===== src/rtl/uart_pkg.sv =====
// Shared UART definitions for uart_sender and uart_receiver.
// UART_SENDER_PARITY_EN adds the PARITY state and the 11-bit frame.
package uart_pkg;

    typedef enum logic [2:0] {
        ST_IDLE   = 3'd0,
        ST_FETCH  = 3'd1,
        ST_LOAD   = 3'd2,
        ST_START  = 3'd3,
        ST_DATA   = 3'd4,
        ST_STOP   = 3'd5
`ifdef UART_SENDER_PARITY_EN
        , ST_PARITY = 3'd6
`endif
    } uart_state_e;

    localparam int FRAME_BITS_8N1    = 10;
    localparam int FRAME_BITS_PARITY = 11;

`ifdef UART_SENDER_PARITY_EN
    localparam int FRAME_BITS = FRAME_BITS_PARITY;
`else
    localparam int FRAME_BITS = FRAME_BITS_8N1;
`endif

    function automatic int bit_cyc(input int clk_freq, input int bps);
        return clk_freq / bps;
    endfunction

endpackage


===== src/rtl/uart_byte_tx.sv =====
// Serialises one byte: start, d0..d7 LSB first, optional even parity, stop.
// UART_SENDER_PARITY_EN inserts the parity bit between d7 and stop.
module uart_byte_tx
    import uart_pkg::*;
#(
    parameter int BIT_CYC = 54
) (
    input  logic       clk,
    input  logic       rst_n,
    input  logic       start_i,
    input  logic [7:0] byte_i,
    output logic       done_o,
    output logic       tx_o
);

    localparam int              CNT_W     = (BIT_CYC > 1) ? $clog2(BIT_CYC) : 1;
    localparam logic [CNT_W-1:0] BAUD_LAST = CNT_W'(BIT_CYC - 1);

    uart_state_e      state_q, state_d;
    logic [CNT_W-1:0] baud_q, baud_d;
    logic [2:0]       bit_q, bit_d;
    logic [7:0]       shift_q, shift_d;
    logic             tx_q, tx_d;
    logic             bit_end;
`ifdef UART_SENDER_PARITY_EN
    logic             parity_q, parity_d;
`endif

    assign bit_end = (baud_q == BAUD_LAST);
    assign tx_o    = tx_q;

    always_ff @(posedge clk or negedge rst_n) begin
        if (!rst_n) begin
            state_q  <= ST_IDLE;
            baud_q   <= '0;
            bit_q    <= '0;
            shift_q  <= '0;
            tx_q     <= 1'b1;
`ifdef UART_SENDER_PARITY_EN
            parity_q <= 1'b0;
`endif
        end else begin
            state_q  <= state_d;
            baud_q   <= baud_d;
            bit_q    <= bit_d;
            shift_q  <= shift_d;
            tx_q     <= tx_d;
`ifdef UART_SENDER_PARITY_EN
            parity_q <= parity_d;
`endif
        end
    end

    // Handshake: start_i is taken in IDLE or in the last STOP cycle (done_o high),
    // so the next byte follows the stop bit with no idle gap.
    always_comb begin
        state_d  = state_q;
        baud_d   = baud_q;
        bit_d    = bit_q;
        shift_d  = shift_q;
`ifdef UART_SENDER_PARITY_EN
        parity_d = parity_q;
`endif
        case (state_q)
            ST_IDLE: begin
                if (start_i) begin
                    state_d  = ST_START;
                    baud_d   = '0;
                    bit_d    = '0;
                    shift_d  = byte_i;
`ifdef UART_SENDER_PARITY_EN
                    parity_d = ^byte_i;
`endif
                end
            end
            ST_START: begin
                if (bit_end) begin
                    state_d = ST_DATA;
                    baud_d  = '0;
                end else begin
                    baud_d = baud_q + CNT_W'(1);
                end
            end
            ST_DATA: begin
                if (bit_end) begin
                    baud_d = '0;
                    if (bit_q == 3'd7) begin
`ifdef UART_SENDER_PARITY_EN
                        state_d = ST_PARITY;
`else
                        state_d = ST_STOP;
`endif
                    end else begin
                        bit_d   = bit_q + 3'd1;
                        shift_d = {1'b0, shift_q[7:1]};
                    end
                end else begin
                    baud_d = baud_q + CNT_W'(1);
                end
            end
`ifdef UART_SENDER_PARITY_EN
            ST_PARITY: begin
                if (bit_end) begin
                    state_d = ST_STOP;
                    baud_d  = '0;
                end else begin
                    baud_d = baud_q + CNT_W'(1);
                end
            end
`endif
            ST_STOP: begin
                if (bit_end) begin
                    baud_d = '0;
                    if (start_i) begin
                        state_d  = ST_START;
                        bit_d    = '0;
                        shift_d  = byte_i;
`ifdef UART_SENDER_PARITY_EN
                        parity_d = ^byte_i;
`endif
                    end else begin
                        state_d = ST_IDLE;
                    end
                end else begin
                    baud_d = baud_q + CNT_W'(1);
                end
            end
            default: state_d = ST_IDLE;
        endcase
    end

    // tx is registered, so its next value follows the next state.
    always_comb begin
        done_o = (state_q == ST_STOP) && bit_end;
        case (state_d)
            ST_START:  tx_d = 1'b0;
            ST_DATA:   tx_d = shift_d[0];
`ifdef UART_SENDER_PARITY_EN
            ST_PARITY: tx_d = parity_q;
`endif
            default:   tx_d = 1'b1;
        endcase
    end

endmodule


===== src/rtl/uart_sender.sv =====
// Drains 32-bit read-FIFO words and sends them MSB byte first as RS232 frames.
// UART_SENDER_PARITY_EN selects 8E1 framing in uart_byte_tx.
module uart_sender
    import uart_pkg::*;
#(
    parameter int UART_BPS      = 'd460800,
    parameter int CLK_FREQ      = 'd25_000_000,
    parameter int FIFO_RD_WIDTH = 'd32,
    parameter int FIFO_RD_BYTE  = 'd4
) (
    input  logic                     clk,
    input  logic                     rst_n,
    input  logic                     tx_enable,
    input  logic                     fifo_rd_valid,
    input  logic [FIFO_RD_WIDTH-1:0] fifo_rd_data,
    output logic                     fifo_rd_en,
    output logic                     tx,
    output logic                     tx_busy
);

    localparam int               BIT_CYC   = bit_cyc(CLK_FREQ, UART_BPS);
    localparam int               BCNT_W    = (FIFO_RD_BYTE > 1) ? $clog2(FIFO_RD_BYTE) : 1;
    localparam logic [BCNT_W-1:0] BYTE_LAST = BCNT_W'(FIFO_RD_BYTE - 1);

    uart_state_e              state_q, state_d;
    logic [BCNT_W-1:0]        byte_cnt_q, byte_cnt_d;
    logic [FIFO_RD_WIDTH-1:0] word_q, word_d;
    logic                     rd_en_q, rd_en_d;
    logic                     byte_start, byte_done;
    logic [7:0]               byte_data;

    always_ff @(posedge clk or negedge rst_n) begin
        if (!rst_n) begin
            state_q    <= ST_IDLE;
            byte_cnt_q <= '0;
            word_q     <= '0;
            rd_en_q    <= 1'b0;
        end else begin
            state_q    <= state_d;
            byte_cnt_q <= byte_cnt_d;
            word_q     <= word_d;
            rd_en_q    <= rd_en_d;
        end
    end

    // ST_DATA here means "bytes of the captured word are on the line".
    always_comb begin
        state_d    = state_q;
        byte_cnt_d = byte_cnt_q;
        word_d     = word_q;
        case (state_q)
            ST_IDLE:  if (tx_enable && fifo_rd_valid) state_d = ST_FETCH;
            ST_FETCH: state_d = ST_LOAD;
            ST_LOAD: begin
                word_d     = fifo_rd_data << 8;
                byte_cnt_d = '0;
                state_d    = ST_DATA;
            end
            ST_DATA: begin
                if (byte_done) begin
                    if (byte_cnt_q != BYTE_LAST) begin
                        byte_cnt_d = byte_cnt_q + BCNT_W'(1);
                        word_d     = word_q << 8;
                    end else begin
                        state_d = ST_IDLE;
                    end
                end
            end
            default: state_d = ST_IDLE;
        endcase
    end

    // The first byte goes straight from the FIFO bus; the rest come from word_q.
    always_comb begin
        byte_start = (state_q == ST_LOAD) ||
                     ((state_q == ST_DATA) && byte_done && (byte_cnt_q != BYTE_LAST));
        byte_data  = (state_q == ST_LOAD) ? fifo_rd_data[FIFO_RD_WIDTH-1 -: 8]
                                          : word_q[FIFO_RD_WIDTH-1 -: 8];
        rd_en_d    = (state_d == ST_FETCH);
        tx_busy    = (state_q != ST_IDLE);
    end

    assign fifo_rd_en = rd_en_q;

    uart_byte_tx #(
        .BIT_CYC (BIT_CYC)
    ) u_byte_tx (
        .clk     (clk),
        .rst_n   (rst_n),
        .start_i (byte_start),
        .byte_i  (byte_data),
        .done_o  (byte_done),
        .tx_o    (tx)
    );

endmodule


===== config.mk =====
export PLATFORM = sky130hd
export DESIGN_NAME = uart_sender
export DESIGN_NICKNAME = d
export VERILOG_FILES = /design/src/rtl/uart_pkg.sv /design/src/rtl/uart_byte_tx.sv /design/src/rtl/uart_sender.sv
export SDC_FILE = /design/constraint.sdc
export NUM_CORES = 1
export LEC_CHECK = 0
export BUFFER_PORTS_ARGS = -buffer_cell sky130_fd_sc_hd__buf_2
export CELL_PAD_IN_SITES_DETAIL_PLACEMENT = 0
export CELL_PAD_IN_SITES_GLOBAL_PLACEMENT = 1
export CORE_ASPECT_RATIO = 0.6
export CORE_MARGIN = 2
export CORE_UTILIZATION = 49
export DETAILED_ROUTE_END_ITERATION = 16
export PLACE_DENSITY_LB_ADDON = 0.2
export SYNTH_ARGS = -nofsm -noshare
export SYNTH_HDL_FRONTEND = slang
export SYNTH_SLANG_ARGS = --single-unit

===== constraint.sdc =====
create_clock -name clk -period 2.95 [get_ports clk]
set_input_delay 0.59 -clock clk [delete_from_list [all_inputs] [get_ports clk]]
set_output_delay 0.59 -clock clk [all_outputs]
set_load 0.03 [all_outputs]

Yosys cells after proc, flatten, opt, wreduce, memory -nomap -nowiden --
Cells that the tools add are included.
Word-level totals: bits in registers 59, input port bits 36, logic and storage cells 78
Operators by class: $add $sub $neg 3, multiplexer cells 32, eq/ne operators 18, reductions and logical operators 15
Operators with widths (count):
- $mux 32 | 2
- $pmux 32 s2 | 1
- $mux 8 | 5
- $mux 3 | 12
- $pmux 3 s4 | 2
- $pmux 8 s3 | 1
- $eq 3x3->1 const B | 5
- $mux 6 | 2
- $pmux 6 s2 | 1
- $eq 3x2->1 const B | 3
- $pmux 3 s3 | 1
- $ne 2x2->1 const B | 4
- $add 6x1->6 const B | 1
- $eq 3x1->1 const B | 2
- $eq 6x6->1 const B | 1
- $logic_not 3->1 | 2
- $mux 2 | 3
- $ne 2x1->1 const B | 3
- $reduce_bool 3->1 | 2
- $logic_and 1x1->1 | 4
- $pmux 2 s2 | 1
- $reduce_and 4->1 | 1
- $reduce_bool 2->1 | 2
- $add 3x1->3 const B | 1
- other kinds (6) | 6

Logic depth before layout (Yosys ltp) --
Gate-level depths: netlist of the first run.
word-level depth 10, depth in mapped cells 8, depth with buffers taken out 6

Modules after synthesis --
From an unflattened synthesis of the first run, not the netlist that was laid out.
Unflattened totals: cell total of the unflattened synthesis 209, area total of the unflattened synthesis 2757.6 um^2
Modules (own cells, without submodules):
- uart_sender | seq. area each 750.7 um^2, area each 1561.5 um^2, cells an instance 101, instances 1
- uart_byte_tx | seq. area each 526.8 um^2, area each 1196.1 um^2, cells an instance 108, instances 1

Worst setup path after synthesis of the first run --
OpenSTA, ideal clock, no wires.
path kind reg2reg, start point reg byte_cnt_q[0], end point reg word_q[20], setup time 0.125 ns, period minus slack after synthesis 1.974 ns, slack 0.976 ns, arrival time 1.849 ns, stages on the path, launching flop included 8, data required time 2.825 ns, cells stage by stage dfrtp_1 -> ha_1 -> nor4b_4 -> o2111ai_4 -> and2_1 -> buf_6 -> buf_6 -> mux2_4
Between the ends: cells in the longest elaborated chain, start to end 3
Ends and longest elaborated chain:
- from (decl) | RTL line uart_sender.sv:26 | logic [BCNT_W-1:0] byte_cnt_q, byte_cnt_d;
- from (signal assigned) | RTL line uart_sender.sv:40 | byte_cnt_q <= byte_cnt_d;
- $ne 2x2->1 | RTL line uart_sender.sv:61 | if (byte_cnt_q != BYTE_LAST) begin
- $ne 2x1->1 (no source line)
- $reduce_and 3->1 (no source line)
- to (signal assigned) | RTL line uart_sender.sv:41 | word_q <= word_d;
- to (decl) | RTL line uart_sender.sv:27 | logic [FIFO_RD_WIDTH-1:0] word_q, word_d;
Every way passes these cells. A chain may end at the register's enable or synchronous reset.

Final worst setup path of the first run --
start point reg u_byte_tx.baud_q[0], end point reg word_q[21]
Between the ends: cells in the longest elaborated chain, start to end 4
Ends and longest elaborated chain:
- from (decl) | RTL line uart_byte_tx.sv:20 | logic [CNT_W-1:0] baud_q, baud_d;
- from (signal assigned) | RTL line uart_byte_tx.sv:44 | baud_q <= baud_d;
- $eq 6x6->1 | RTL line uart_byte_tx.sv:29 | assign bit_end = (baud_q == BAUD_LAST);
- $logic_and 1x1->1 | RTL line uart_byte_tx.sv:134 | done_o = (state_q == ST_STOP) && bit_end;
- $ne 2x2->1 (no source line)
- $reduce_and 3->1 (no source line)
Every way passes these cells.

==> impl_metrics.env, run 1 <==
export IMPL_clkSinkCount=51
export IMPL_clock_tree_from_tritoncts="done"
export IMPL_xor_xnor_cell_area_share_of_the_yosys_netlist=0.00322
export IMPL_cts_root_buf="sky130_fd_sc_hd__clkbuf_8"
export IMPL_report_final_slew_viol_count=0
export IMPL_worst_ir_drop_vdd_mv=0.295
export IMPL_total_track_usage=0.202
export IMPL_path_clk_slew_ns=0.09
export IMPL_clock_tree_buffer_depth=2
export IMPL_cts_resized_gates=0
export IMPL_adder_cell_area_share_of_the_yosys_netlist=0.0230
export IMPL_synth_async_sr_flop_share=1.00
export IMPL_leakagePower_nw=1.51
export IMPL_max_clock_freq_ghz=0.457
export IMPL_max_cap_violations=0
export IMPL_antenna_violating_nets_post_route=0
export IMPL_r2r_start="u_byte_tx.baud_q[0]"
export IMPL_worstSetupEndpoint="word_q[21]"
export IMPL_wl_um=5690
export IMPL_regToRegSetupSlack_ns=0.76
export IMPL_first_iter_violations=120
export IMPL_min_delay_path_class="in2async"
export IMPL_syn_nets=272
export IMPL_timing_worst_setup_path_type="reg2reg"
export IMPL_postCtsSetupBuffers=0
export IMPL_core_area_um2=5200
export IMPL_grt_start_max_net_pins=39
export IMPL_number_of_cts_inserted_buffers=5
export IMPL_die_height_um=61.7
export IMPL_timing_final_setup_violations=0
export IMPL_timing_critical_path_from="u_byte_tx.baud_q[0]"
export IMPL_placement_io_buffers=38
export IMPL_critical_path_peak_fanout=25
export IMPL_syn_inst=231
export IMPL_synth_edff_count=0
export IMPL_n_fill_cell=444
export IMPL_post_layout_minimum_cycle_time_ns=2.19
export IMPL_grt_overflow_total=0
export IMPL_finalWeightedCongestion=0.847
export IMPL_worst_ep_arrival_time_ns=2.39
export IMPL_synth_mux_area_fraction=0.181
export IMPL_rows=20
export IMPL_synth_simple_area_share=0.127
export IMPL_synthFlopType="sky130_fd_sc_hd__dfrtp_1"
export IMPL_synthesis_area_per_instance_um2=11.8
export IMPL_slew_headroom=0.569
export IMPL_worst_r2r_cell_count=6
export IMPL_die_w_um=100
export IMPL_period_share=0.743
export IMPL_cts_hold_buffers_added=0
export IMPL_drc=0
export IMPL_synthToLayoutAreaGrowth_pct=13.8
export IMPL_clk_skew_ns=0.00703
export IMPL_synth_compound_gate_area_share=0.151
export IMPL_diodes=0
export IMPL_ys_seq_elements=51
export IMPL_worst_setup_start_kind="register"
export IMPL_rsz0062_at_grt="false"
export IMPL_dpl_cell_count=328
export IMPL_floorplan_initialDensity=0.523
export IMPL_num_nets_final=310
export IMPL_dp_hpwl_um=4080
export IMPL_vias=1929
export IMPL_synthesis_area_um2=2720
export IMPL_power_density_nw_per_um2=507
export IMPL_yosys_warnings=0
export IMPL_post_route_cells_drive_above_1_share=0.341
export IMPL_number_of_standard_cells_in_the_layout_taps_in_and_fillers_out=336
export IMPL_seq_area_um2=1280
export IMPL_setup_tns_final_ns=0
export IMPL_wire_length_of_the_first_global_routing_pass_um=9360
export IMPL_synth_seq_area_share=0.470
export IMPL_io_pins=39
export IMPL_timing_worst_slew_pin_value_ns=0.640
export IMPL_finalHoldViolCount=0
export IMPL_synthDistinctLibCells=56
export IMPL_route_detailed_wl_per_inst_um=16.9
export IMPL_main_combinational_cell_family_by_area_after_synthesis="multiplexers"
export IMPL_clk_latency_ns=0.31
export IMPL_critical_path_required_ns=3.15
export IMPL_multi_input_area_um2=1330
export IMPL_outcome="finished, final reports clean"
export IMPL_fp_dieArea_um2=6180
export IMPL_drt_vias_per_instance=5.74
export IMPL_timing_rr_end="word_q[21]"
export IMPL_drt_pre_antenna_iters=4
export IMPL_antenna_found_initial=0
export IMPL_clock_tree_htree_level_count=2
export IMPL_nature_of_the_critical_path_endpoint="register"
export IMPL_vias_in_the_first_global_route=1777
registers in the layout (all words and copies together), names as in the netlist:
register	count
byte_cnt_q	2
fifo_rd_en	1
state_q	3
u_byte_tx.baud_q	6
u_byte_tx.bit_q	3
u_byte_tx.shift_q	8
u_byte_tx.state_q	3
u_byte_tx.tx_o	1
word_q	24
power breakdown:
group / leakage, nW / switching (W) / internal, W / total (W)
sequential: 0.637 / 0.0000412 / 0.000774 / 0.000815
combinational: 0.803 / 0.0000601 / 0.000117 / 0.000177
clock: 0.0654 / 0.000237 / 0.000339 / 0.000576
total: 1.51 / 0.000338 / 0.00123 / 0.00157
synthesized netlist by cell type, types with 2 or more instances:
master,n,area share
sky130_fd_sc_hd__ha_1,5,0.023
sky130_fd_sc_hd__nor3b_1,3,0.0083
sky130_fd_sc_hd__buf_6,3,0.012
sky130_fd_sc_hd__a22oi_1,2,0.0055
sky130_fd_sc_hd__and2_1,2,0.0046
sky130_fd_sc_hd__buf_2,5,0.0092
sky130_fd_sc_hd__dfrtp_1,50,0.46
sky130_fd_sc_hd__mux2_4,11,0.061
sky130_fd_sc_hd__and3_1,3,0.0069
sky130_fd_sc_hd__nor2_1,5,0.0069
sky130_fd_sc_hd__a22o_1,10,0.032
sky130_fd_sc_hd__o221ai_1,6,0.019
sky130_fd_sc_hd__or2_2,2,0.0046
sky130_fd_sc_hd__nand3_1,5,0.0092
sky130_fd_sc_hd__a2bb2oi_1,3,0.0097
sky130_fd_sc_hd__nand2_1,17,0.023
sky130_fd_sc_hd__mux2_2,21,0.087
sky130_fd_sc_hd__nor3_1,3,0.0055
sky130_fd_sc_hd__a21o_1,2,0.0055
sky130_fd_sc_hd__or3_1,3,0.0069
sky130_fd_sc_hd__clkbuf_1,3,0.0041
sky130_fd_sc_hd__o211ai_1,2,0.0055
sky130_fd_sc_hd__nand3b_1,2,0.0055
sky130_fd_sc_hd__mux2i_1,9,0.033
sky130_fd_sc_hd__a21oi_1,2,0.0037
sky130_fd_sc_hd__inv_1,13,0.018
sky130_fd_sc_hd__o21ai_0,7,0.013
sky130_fd_sc_hd__nand2b_1,3,0.0069
sky130_fd_sc_hd__o2111ai_1,2,0.0064
cells by family after synthesis:
kind of cell / Yosys count
and+or+nand+nor: 57
AOI/OAI and AO/OA: 51
DFF: 51
muxes: 41
buffers and inverters: 25
adders and majority gates: 5
xor gates and xnor gates: 1
worst max-delay path: stages, from the launching register on:
cell	delay, ns
sky130_fd_sc_hd__dfrtp_1	0.44
sky130_fd_sc_hd__ha_1	0.18
sky130_fd_sc_hd__and3_1	0.41
sky130_fd_sc_hd__o2111ai_4	0.24
sky130_fd_sc_hd__and2_1	0.22
sky130_fd_sc_hd__buf_4	0.24
sky130_fd_sc_hd__mux2_4	0.33
how the worst min path moves through the flow:
stage	slack, ns	depth (start not counted)	endpoint
after global routing	0.17	1	word_q[28]
after floorplan	0.29	0	byte_cnt_q[0]
after CTS	0.16	1	word_q[28]
after detailed placement	0.47	2	u_byte_tx.shift_q[1]
after global placement	0.47	2	u_byte_tx.shift_q[2]
final	0.16	1	word_q[28]
stage by stage:
step,util,cell area (um2),setup WS (ns),total power [W],hold slack (ns)
floorplan,-,2720,0.976,0.000939,0.294
finish,0.594,3090,0.759,0.00157,0.157
global route,0.594,3090,0.633,0.00164,0.169
detailed placement,0.569,2960,0.777,0.00101,0.472
global placement,0.569,2960,0.842,0.000998,0.468
CTS,0.594,3090,0.779,0.00158,0.162
area by class of cell:
type                            count  share of cell area
Clock inverter                      2              0.0194
Timing Repair Buffer               43              0.0736
Inverter                           13              0.0158
Tap cell                           66              0.0267
Sequential cell                    51               0.413
Clock buffer                        6              0.0235
Multi-Input combinational cell    155               0.428
routing by layer:
| metal | up-vias | global-route usage | wire length [um] |
|---|---|---|---|
| met5 | - | 0 | 0 |
| met4 | 0 | 0.0646 | 65 |
| met3 | 4 | 0.0492 | 295 |
| met2 | 45 | 0.284 | 2240 |
| met1 | 947 | 0.309 | 3080 |
| li1 | 933 | - | - |
layout by cell type (no fill, tap or decap), types with 5 or more instances in the layout:
cell type	n
sky130_fd_sc_hd__nand2_1	17
sky130_fd_sc_hd__inv_1	13
sky130_fd_sc_hd__buf_2	38
sky130_fd_sc_hd__o221ai_1	6
sky130_fd_sc_hd__buf_4	5
sky130_fd_sc_hd__ha_1	5
sky130_fd_sc_hd__dfrtp_1	50
sky130_fd_sc_hd__clkbuf_8	5
sky130_fd_sc_hd__o21ai_0	7
sky130_fd_sc_hd__mux2_2	21
sky130_fd_sc_hd__mux2_4	11
sky130_fd_sc_hd__mux2i_1	9
sky130_fd_sc_hd__nor2_1	5
sky130_fd_sc_hd__nand3_1	5
sky130_fd_sc_hd__a22o_1	10
Power figures use the tool's default switching activity.
==> inputs of run 2 (changes only) <==
--- a/config.mk
+++ b/config.mk
@@ -10,7 +10,7 @@
 export CELL_PAD_IN_SITES_GLOBAL_PLACEMENT = 1
 export CORE_ASPECT_RATIO = 0.6
 export CORE_MARGIN = 2
-export CORE_UTILIZATION = 49
+export CORE_UTILIZATION = 45
 export DETAILED_ROUTE_END_ITERATION = 16
 export PLACE_DENSITY_LB_ADDON = 0.2
 export SYNTH_ARGS = -nofsm -noshare
==> constraint.sdc (replaced) <==
create_clock -name clk -period 2.25 [get_ports clk]
set_input_delay 0.45 -clock clk [delete_from_list [all_inputs] [get_ports clk]]
set_output_delay 0.45 -clock clk [all_outputs]
set_load 0.03 [all_outputs]
==> run 2 against run 1 <==
Compared with the run above:
- register-to-register slack got worse by 0.61 ns
- hold slack worse by 0.082 ns
- cell count grew 6.8%
- sequential share of layout area is 0.85 points lower
- largest cell class unchanged
- critical path depth did not move
- first-iteration DRC count up 10%
- clock-buffer cell count decreased by 1
==> impl_metrics.env, run 2 (synthesis results as in run 1) <==
export IMPL_wl_um=5870
export IMPL_dp_hpwl_um=4290
export IMPL_nature_of_the_critical_path_endpoint="register"
export IMPL_finalHoldViolCount=0
export IMPL_core_area_um2=5700
export IMPL_post_route_cells_drive_above_1_share=0.366
export IMPL_max_clock_freq_ghz=0.476
export IMPL_setup_tns_final_ns=0
export IMPL_clkSinkCount=51
export IMPL_layout_commonest_cell="sky130_fd_sc_hd__dfrtp_1"
export IMPL_total_track_usage=0.189
export IMPL_timing_hold_ws_ns=0.0750
export IMPL_grt_overflow_total=0
export IMPL_worst_path_cell_chain="ha_1 -> nor4b_4 -> o2111ai_4 -> and2_1 -> buf_4 -> mux2_4"
export IMPL_floorplan_initialDensity=0.477
export IMPL_critPathBufInv=1
export IMPL_cts_hold_buffers_added=0
export IMPL_cts_root_buf="sky130_fd_sc_hd__clkbuf_8"
export IMPL_power_density_nw_per_um2=620
export IMPL_timing_worst_slew_pin_value_ns=0.592
export IMPL_worst_path_dominant_cell_family="simple AND/OR/NAND/NOR gates"
export IMPL_drt_pre_antenna_iters=4
export IMPL_layout_top_registers="word_q (24), u_byte_tx.shift_q (8), u_byte_tx.baud_q (6)"
export IMPL_slew_headroom=0.601
export IMPL_antenna_violating_nets_post_route=0
export IMPL_timing_rr_end="word_q[21]"
export IMPL_postCtsSetupBuffers=0
export IMPL_diodes=0
export IMPL_antenna_found_initial=0
export IMPL_drt_vias_per_instance=5.31
export IMPL_number_of_cts_inserted_buffers=5
export IMPL_worstSetupEndpoint="word_q[21]"
export IMPL_worst_r2r_cell_count=6
export IMPL_max_stage_delay_ns=0.41
export IMPL_timing_worst_setup_path_type="reg2reg"
export IMPL_placement_io_buffers=38
export IMPL_timing_final_setup_violations=0
export IMPL_critical_path_slowest_cell="sky130_fd_sc_hd__dfrtp_1"
export IMPL_dp_slack_ns=0.169
export IMPL_die_height_um=64.2
export IMPL_share_of_the_core_filled_with_cells=0.554
export IMPL_worst_ep_arrival_time_ns=2.30
export IMPL_r2r_start="byte_cnt_q[0]"
export IMPL_drc=0
export IMPL_finalWeightedCongestion=0.818
export IMPL_critical_path_peak_fanout=25
export IMPL_first_iter_violations=132
export IMPL_clock_tree_htree_level_count=2
export IMPL_die_w_um=104
export IMPL_seq_area_um2=1280
export IMPL_leakagePower_nw=1.54
export IMPL_cts_resized_gates=0
export IMPL_fp_dieArea_um2=6700
export IMPL_vias=1908
export IMPL_clk_skew_ns=0.00425
export IMPL_report_final_slew_viol_count=0
export IMPL_critical_path_required_ns=2.45
export IMPL_multi_input_area_um2=1330
export IMPL_largest_register="word_q"
export IMPL_io_pins=39
export IMPL_n_fill_cell=490
export IMPL_timing_critical_path_from="byte_cnt_q[0]"
export IMPL_min_delay_path_class="in2async"
export IMPL_max_cap_violations=0
export IMPL_rows=21
export IMPL_worst_ir_drop_vdd_mv=0.253
export IMPL_route_detailed_wl_per_inst_um=16.4
export IMPL_clock_tree_buffer_depth=2
export IMPL_largest_reg_flops=24
export IMPL_post_layout_minimum_cycle_time_ns=2.10
export IMPL_regToRegSetupSlack_ns=0.15
export IMPL_rsz0062_at_grt="false"
export IMPL_path_clk_slew_ns=0.10
export IMPL_post_layout_total_power_w=0.00196
export IMPL_most_common_layout_cells="sky130_fd_sc_hd__dfrtp_1 (50), sky130_fd_sc_hd__buf_2 (38), sky130_fd_sc_hd__mux2_2 (21), sky130_fd_sc_hd__nand2_1 (17), sky130_fd_sc_hd__buf_4 (14)"
export IMPL_num_nets_final=319
export IMPL_wire_length_of_the_first_global_routing_pass_um=9930
export IMPL_period_share=0.934
export IMPL_vias_in_the_first_global_route=1912
export IMPL_synthToLayoutAreaGrowth_pct=16.1
export IMPL_outcome="finished, final reports clean"
export IMPL_worst_setup_start_kind="register"
export IMPL_clock_tree_from_tritoncts="done"
export IMPL_layout_setup_ws_ns=0.147
export IMPL_worstSetupPathDepth=6
export IMPL_grt_start_max_net_pins=26
export IMPL_clk_latency_ns=0.30
[run 2: changes by cell type in the layout (fill, tap and decap cells not counted), sizes merged]
cell	before	now
clkbuf	6	5
clkinv	0	2
buf	43	52
bufinv	2	1
[run 2: metal layers]
metal	GRT usage	routed length, um	vias up
li1	-	-	948
met4	0.0507	47	0
met1	0.314	3320	901
met5	0	0	-
met2	0.239	2180	54
met3	0.0367	322	5
[run 2: cell type report]
cell class / instances / share of cell area
sequential: 51 / 0.404
multi-input combinational: 155 / 0.419
clock inverter: 3 / 0.0139
inverter: 13 / 0.0154
tap: 80 / 0.0317
timing repair buffer: 52 / 0.0935
clock buffer: 5 / 0.0218
[run 2: metrics by stage]
stage          cell area (um2)  std cells
3_3_place_gp              3050        351
3_5_place_dp              3050        351
6_report                  3160        359
5_1_grt                   3160        359
4_1_cts                   3160        359
2_1_floorplan             2720        231
[run 2: power breakdown]
part	switching (W)	internal, W
registers	0.0000583	0.00101
clock network	0.000319	0.000332
logic	0.0000806	0.000154
[run 2: worst reg2reg max path, cell delays in order, from the launching register on]
cell	delay [ns]
sky130_fd_sc_hd__dfrtp_1	0.41
sky130_fd_sc_hd__ha_1	0.23
sky130_fd_sc_hd__nor4b_4	0.36
sky130_fd_sc_hd__o2111ai_4	0.20
sky130_fd_sc_hd__and2_1	0.21
sky130_fd_sc_hd__buf_4	0.24
sky130_fd_sc_hd__mux2_4	0.35
[run 2: worst min path at each step]
stage / startpoint / endpoint / cells after the start / slack (ns)
6_report: rst_n / fifo_rd_en / 1 / 0.08
4_1_cts: rst_n / word_q[21] / 1 / 0.08
3_5_place_dp: rst_n / fifo_rd_en / 1 / 0.42
2_1_floorplan: rst_n / byte_cnt_q[0] / 0 / 0.15
3_3_place_gp: rst_n / u_byte_tx.baud_q[5] / 1 / 0.42
5_1_grt: rst_n / byte_cnt_q[0] / 1 / 0.11
